--- config.mk ---
export PLATFORM = sky130hd
export DESIGN_NAME = prime_seq_gen
export DESIGN_NICKNAME = d
export VERILOG_FILES = /design/src/rtl/prime_seq_gen.sv
export SDC_FILE = /design/constraint.sdc
export NUM_CORES = 1
export LEC_CHECK = 0
export CAP_MARGIN = 30
export CELL_PAD_IN_SITES_DETAIL_PLACEMENT = 0
export CELL_PAD_IN_SITES_GLOBAL_PLACEMENT = 1
export CORE_ASPECT_RATIO = 0.9
export CORE_MARGIN = 8
export CORE_UTILIZATION = 35
export CTS_BUF_LIST = sky130_fd_sc_hd__clkbuf_4
export CTS_CLUSTER_SIZE = 30
export DETAILED_ROUTE_END_ITERATION = 6
export DONT_BUFFER_PORTS = 1
export PLACE_DENSITY = 0.67
export SLEW_MARGIN = 15
export SYNTH_ARGS = -nofsm -noshare
export SYNTH_HDL_FRONTEND = slang
export SYNTH_SLANG_ARGS = --single-unit
--- constraint.sdc ---
create_clock -name clk -period 16 [get_ports clk]
set_clock_uncertainty 0.1 [all_clocks]
set_input_delay 2.4 -clock clk [delete_from_list [all_inputs] [get_ports clk]]
set_output_delay 2.4 -clock clk [all_outputs]
set_load 0.01 [all_outputs]
--- src/rtl/prime_seq_gen.sv ---
// Streams primes in ascending order over a valid/ready handshake using iterative trial division.
// Optional PRIME_COUNT_EN adds a prime_count output counting accepted transfers.
module prime_seq_gen #(
  parameter int WIDTH = 8
) (
  input  logic             clk,
  input  logic             rst_n,
  input  logic             start,
  input  logic [WIDTH-1:0] start_from,
  input  logic             wrap_en,
  output logic [WIDTH-1:0] prime_out,
  output logic             prime_valid,
  input  logic             prime_ready,
  output logic             busy,
  output logic             done,
  output logic             wrapped
`ifdef PRIME_COUNT_EN
  ,
  output logic [WIDTH-1:0] prime_count
`endif
);

  localparam logic [2:0] S_IDLE = 3'd0;
  localparam logic [2:0] S_LOAD = 3'd1;
  localparam logic [2:0] S_CHK  = 3'd2;
  localparam logic [2:0] S_TST  = 3'd3;
  localparam logic [2:0] S_DIVD = 3'd4;
  localparam logic [2:0] S_EMIT = 3'd5;
  localparam logic [2:0] S_NEXT = 3'd6;
  localparam logic [2:0] S_DONE = 3'd7;

  localparam int CW = $clog2(WIDTH);
  localparam logic [CW-1:0]    CNT_LAST = CW'(WIDTH - 1);
  localparam logic [WIDTH-1:0] CMAX     = '1;
  localparam logic [WIDTH-1:0] ONE      = WIDTH'(1);
  localparam logic [WIDTH-1:0] TWO      = WIDTH'(2);
  localparam logic [WIDTH-1:0] THREE    = WIDTH'(3);

  logic [2:0]       state;
  logic [WIDTH-1:0] cand, div, sf_q, dvd, rem, rem_nx;
  logic             wrap_q;
  logic [CW-1:0]    cnt;
  logic [WIDTH:0]   rsh;
  logic [2*WIDTH-1:0] sq;
  logic             sq_gt;

  // One restoring-division step: shift in the next dividend bit, subtract if it fits.
  always_comb begin
    rsh    = {rem, dvd[WIDTH-1]};
    rem_nx = rsh[WIDTH-1:0];
    if (rsh >= {1'b0, div}) rem_nx = WIDTH'(rsh - {1'b0, div});
    sq     = {{WIDTH{1'b0}}, div} * {{WIDTH{1'b0}}, div};
    sq_gt  = sq > {{WIDTH{1'b0}}, cand};
  end

  assign prime_valid = (state == S_EMIT);
  assign prime_out   = prime_valid ? cand : '0;
  assign busy        = (state != S_IDLE) && (state != S_DONE);
  assign done        = (state == S_DONE);

  always_ff @(posedge clk or negedge rst_n) begin
    if (!rst_n) begin
      state   <= S_IDLE;
      cand    <= '0;
      div     <= '0;
      sf_q    <= '0;
      dvd     <= '0;
      rem     <= '0;
      cnt     <= '0;
      wrap_q  <= 1'b0;
      wrapped <= 1'b0;
    end else begin
      wrapped <= 1'b0;
      case (state)
        S_IDLE, S_DONE: if (start) begin
          sf_q   <= start_from;
          wrap_q <= wrap_en;
          state  <= S_LOAD;
        end
        S_LOAD: begin
          cand  <= (sf_q < TWO) ? TWO : sf_q;
          state <= S_CHK;
        end
        S_CHK: begin
          if (cand == TWO || cand == THREE) state <= S_EMIT;
          else if (!cand[0])                state <= S_NEXT;
          else begin
            div   <= THREE;
            state <= S_TST;
          end
        end
        S_TST: begin
          if (sq_gt) state <= S_EMIT;
          else begin
            rem   <= '0;
            dvd   <= cand;
            cnt   <= '0;
            state <= S_DIVD;
          end
        end
        S_DIVD: begin
          rem <= rem_nx;
          dvd <= {dvd[WIDTH-2:0], 1'b0};
          cnt <= cnt + CW'(1);
          if (cnt == CNT_LAST) begin
            if (rem_nx == '0) state <= S_NEXT;
            else begin
              div   <= div + TWO;
              state <= S_TST;
            end
          end
        end
        S_EMIT: if (prime_ready) state <= S_NEXT;
        S_NEXT: begin
          // Top-of-range test happens before the increment so cand never overflows.
          if (cand == CMAX) begin
            if (wrap_q) begin
              cand    <= TWO;
              wrapped <= 1'b1;
              state   <= S_CHK;
            end else state <= S_DONE;
          end else begin
            cand  <= cand + ONE;
            state <= S_CHK;
          end
        end
        default: state <= S_IDLE;
      endcase
    end
  end

`ifdef PRIME_COUNT_EN
  always_ff @(posedge clk or negedge rst_n) begin
    if (!rst_n)                                             prime_count <= '0;
    else if (start && (state == S_IDLE || state == S_DONE)) prime_count <= '0;
    else if (prime_valid && prime_ready)                    prime_count <= prime_count + ONE;
  end
`endif

endmodule

## Word level (Yosys, flattened, before mapping)

Cells that the tools add are included.
Widths: inputs -> output; s select.

- Register bits: 48
- Output and inout port bits: 12
- Logic and storage cells: 81

- Add/sub/neg operators: 4
- Multipliers: 1
- $lt $le $gt $ge: 3
- Equal/unequal tests: 20
- Muxes and demuxes: 30
- Reductions and logical operators: 14

Operators with widths:

| kind | number |
|---|---|
| $mux 8 | 11 |
| $pmux 8 s2 | 4 |
| $mux 3 | 9 |
| $pmux 3 s7 | 1 |
| $eq 8x2->1 const B | 2 |
| $gt 16x8->1 | 1 |
| $mul 8x8->16 | 1 |
| $eq 3x3->1 const B | 5 |
| $ne 2x2->1 const B | 6 |
| $ge 9x8->1 | 1 |
| $add 8x1->8 const B | 1 |
| $add 8x2->8 const B | 1 |
| $eq 8x8->1 const B | 1 |
| $logic_not 8->1 | 1 |
| $lt 8x2->1 const B | 1 |
| $sub 8x8->8 | 1 |
| $eq 3x2->1 const B | 2 |
| $ne 3x3->1 const B | 2 |
| $pmux 3 s2 | 1 |
| $reduce_and 2->1 | 3 |
| $reduce_bool 2->1 | 3 |
| $reduce_and 5->1 | 1 |
| $mux 1 | 4 |
| $add 3x1->3 const B | 1 |
| 8 further kinds | 8 |

## Longest topological paths before layout

- Depth in word-level cells: 6
- Mapped depth: 25
- Mapped depth without buffers: 23

## Worst setup path before layout

Ideal clock, no wire load.

- Path type: flip-flop to flip-flop
- Start point: register div[1]
- End point: register dvd[5]
- Library setup time: 0.125 ns
- Arrival: 5.301 ns
- Data required time: 15.775 ns
- Slack: 10.475 ns
- Cell stages (with the launch flop): 21
- Buffers on the path: 3
- Period minus slack after synthesis: 5.525 ns
- Cells stage by stage: dfrtp_1 -> clkbuf_1 -> clkinv_1 -> nor2_1 -> fa_1 -> fa_1 -> inv_1 -> fa_1 -> fa_1 -> inv_1 -> ha_1 -> and3_1 -> a221o_1 -> a2111oi_1 -> a21oi_1 -> xor2_1 -> and4_1 -> buf_2 -> buf_2 -> nand3b_1 -> nand3_1

- Cells in the longest elaborated chain, start to end: 4

RTL lines:

| what | RTL line | RTL |
|---|---|---|
| from (decl) | 40 | `logic [WIDTH-1:0] cand, div, sf_q, dvd, rem, rem_nx;` |
| from (signal assigned) | 108 | `div <= div + TWO;` |
| $mul 8x8->16 | 52 | `sq = {{WIDTH{1'b0}}, div} * {{WIDTH{1'b0}}, div};` |
| $gt 16x8->1 | 53 | `sq_gt = sq > {{WIDTH{1'b0}}, cand};` |
| $ne 2x2->1 (no source line) | -- |  |
| $reduce_and 2->1 (no source line) | -- |  |
| to (signal assigned) | 96 | `dvd <= cand;` |
| to (signal assigned) | 103 | `dvd <= {dvd[WIDTH-2:0], 1'b0};` |
| to (decl) | 40 |  |

No other way between the ends.
A chain may end at the register's enable or synchronous reset.

## Worst setup path in the final report

- Start point: register div[1]
- End point: register dvd[0]

The elaborated chain is that of the path after synthesis.

==> results_dict.tcl <==
set metrics [dict create \
    antenna_found_initial 0 \
    irDropWorstVdd_uv 77.1 \
    dp_hpwl_um 9520 \
    worst-path-buf-inv 3 \
    synth.distinct_cells 61 \
    finalHoldViolCount 0 \
    rrSetupSlack_ns 9.59 \
    path_cells "clkinv_1 -> nor2_1 -> fa_1 -> xor2_1 -> xnor2_1 -> fa_1 -> inv_1 -> fa_1 -> inv_1 -> ha_1 -> xnor2_1 -> ha_1 -> a21oi_1 -> o21ai_0 -> o22ai_1 -> nand2_1 -> a2111oi_2 -> and4_1 -> mux2i_1 -> nor2_1" \
    start_util 0.352 \
    cap_violations 0 \
    clock_path_buffers 2 \
    io_pins 25 \
    via_count 4045 \
    power.density_mw_per_mm2 141 \
    crit_family "adder cells" \
    syn_nets 667 \
    synth.avg_cell_area_um2 8.40 \
    synth_edf_count 0 \
    fp-row-count 41 \
    cts.repair.resized 0 \
    worst_hold_slack_ns 0.399 \
    die-area_mm2 0.0179 \
    n_fill_cell 1439 \
    cpMaxStageDelayCell "and4_1" \
    grt_pass1_vias 4029 \
    place_congestion 0.818 \
    post_drt_wl_per_cell_um 16.3 \
    cts_tree "built" \
    maxClockFrequency_mhz 156 \
    grt_remaining_overflow 0 \
    crit_required_ns 16.18 \
    die_x_um 140 \
    grt_pass1_wl_um 20500 \
    layout_commonest_cell "inv_1" \
    cts_setup_buffers 0 \
    slew_violations 0 \
    routed_via_density 5.46 \
    yosysWarnings 0 \
    p_leak_nw 2.39 \
    routed_wl_um 12000 \
    clk_latency_ns 0.38 \
    cts-root-buf "clkbuf_4" \
    area_growth_pct 5.16 \
    die_h_um 128 \
    crit_type "reg -> reg" \
    dr.pass1.iters 5 \
    htree_num_levels 2 \
    slowest_delay_ns 0.89 \
    max_slew_margin 0.365 \
    ys_ff_latch 48 \
    seq_area_mm2 0.00120 \
    layout-drive-gt1-share 0.0580 \
    status "finished, final reports clean" \
    final_cell_mix "inv_1 (58), nand2_1 (55), nor2_1 (52), ha_1 (50), dfrtp_1 (48)" \
    async_flop_share 1.00 \
    crit_path_end_kind "flip-flop" \
    postSynthCellCount 578 \
    grt_max_degree 49 \
    cts_made_buffers 5 \
    multiInputGateArea_mm2 0.00332 \
    crit_fanout 26 \
    route.detailed.drc 0 \
    setup_tns_ns 0 \
    ant_nets 0 \
    rsz0062_at_grt "false" \
    io_buffers 0 \
    cp.arrival_ns 6.59 \
    finalCritPeriodShare 0.400 \
    clk_pin_slew_worst_paths_ns 0.16 \
    setup_viol 0 \
    yosysSeqAreaShare 0.247 \
    preCtsSetupSlack_ns 9.64 \
    start_kind "flip-flop" \
    cts_hold_buf 0 \
    worst_pin_slew_ns 0.952 \
    diodes 0 \
    crit_top_cell "fa_1" \
    fin_ws_ns 9.59 \
    synth-main-ff-cell "dfrtp_1" \
    hp-class "reg -> reg" \
    track_usage 0.138 \
    clock-sinks 48 \
    core_mm2 0.0138 \
    final_util 0.370 \
    nNetsFinal 657 \
    syn_area_mm2 0.00485 \
    fin_crit_ns 6.41 \
    initialDrtViolationCount 204 \
]
-- stage by stage --
stage	instance area (um^2)	instances	total power, mW
6_report	5100	741	0.720
5_1_grt	5100	741	0.787
4_1_cts	5100	741	0.726
3_5_place_dp	5000	733	0.631
3_3_place_gp	5000	733	0.624
2_1_floorplan	4850	578	0.536
-- path summary, 6_finish.rpt --
| kind | startpoint | endpoint | cells past startpoint |
|---|---|---|---|
| max | div[1] | dvd[0] | 20 |
| min | dvd[6] | dvd[7] | 2 |
| max reg2reg | div[1] | dvd[0] | 20 |
| min reg2reg | dvd[6] | dvd[7] | 2 |
| max in group asynchronous | rst_n | rem[4] | 0 |
| min in group asynchronous | rst_n | cand[0] | 0 |
-- logic make-up after synthesis --
| logic type | share of synthesized area |
|---|---|
| xor+xnor | 0.0289 |
| simple gates | 0.219 |
| compound gates | 0.161 |
| fa+ha+maj | 0.236 |
| buf+inv | 0.0681 |
| flops | 0.247 |
| mux | 0.0397 |
-- cell type report --
type,instances,area share
inverters,63,0.0463
repair buffers,3,0.00441
well taps,172,0.0422
flip-flops and latches,48,0.235
clock buffers,5,0.00735
multi-input cells,447,0.651
clock inverters,3,0.0135
-- report_power, final --
group          total (mW)  internal [mW]  leakage [nW]  switching, mW
clock              0.0929         0.0492        0.0558         0.0437
combinational       0.397          0.168          1.73          0.229
sequential          0.230          0.168         0.602         0.0619
-- state kept, by name (all words and copies together), names as in the netlist --
name	cells
div	8
dvd	8
state	3
wrapped	1
cnt	3
rem	8
wrap_q	1
cand	8
sf_q	8
-- synth_stat cells, types with 6 or more instances --
library cell	instances	area (um^2)
nor3_1	15	75.1
nor3b_1	6	45.0
mux2i_1	8	80.1
o21ai_1	6	30.0
and3_1	12	75.1
dfrtp_1	48	1200
nand2_1	55	206
fa_1	26	521
nand3_1	26	130
o21ai_0	31	155
o22ai_1	8	50.1
nor2b_1	6	37.5
ha_1	50	626
xnor2_1	11	96.3
mux2_2	10	113
nor2_1	52	195
a21oi_1	44	220
nand3b_1	8	60.1
clkbuf_1	14	52.6
inv_1	58	218
-- routing by layer --
metal / track usage / share of wire / routed length, um
met2: 0.226 / 0.45 / 5390
met3: 0.0235 / 0.044 / 530
met1: 0.190 / 0.50 / 5990
met5: 0 / 0 / 0
met4: 0.0261 / 0.011 / 136
-- worst register-to-register path, cell delays in order, from the launching register on --
cell and delay [ns]:
dfrtp_1 0.55, clkinv_1 0.39, nor2_1 0.40, fa_1 0.49, xor2_1 0.17, xnor2_1 0.15
fa_1 0.55, inv_1 0.06, fa_1 0.55, inv_1 0.05, ha_1 0.36, xnor2_1 0.21
ha_1 0.28, a21oi_1 0.16, o21ai_0 0.11, o22ai_1 0.18, nand2_1 0.08, a2111oi_2 0.26
and4_1 0.89, mux2i_1 0.27, nor2_1 0.05
(Power assumes the default switching activity.)
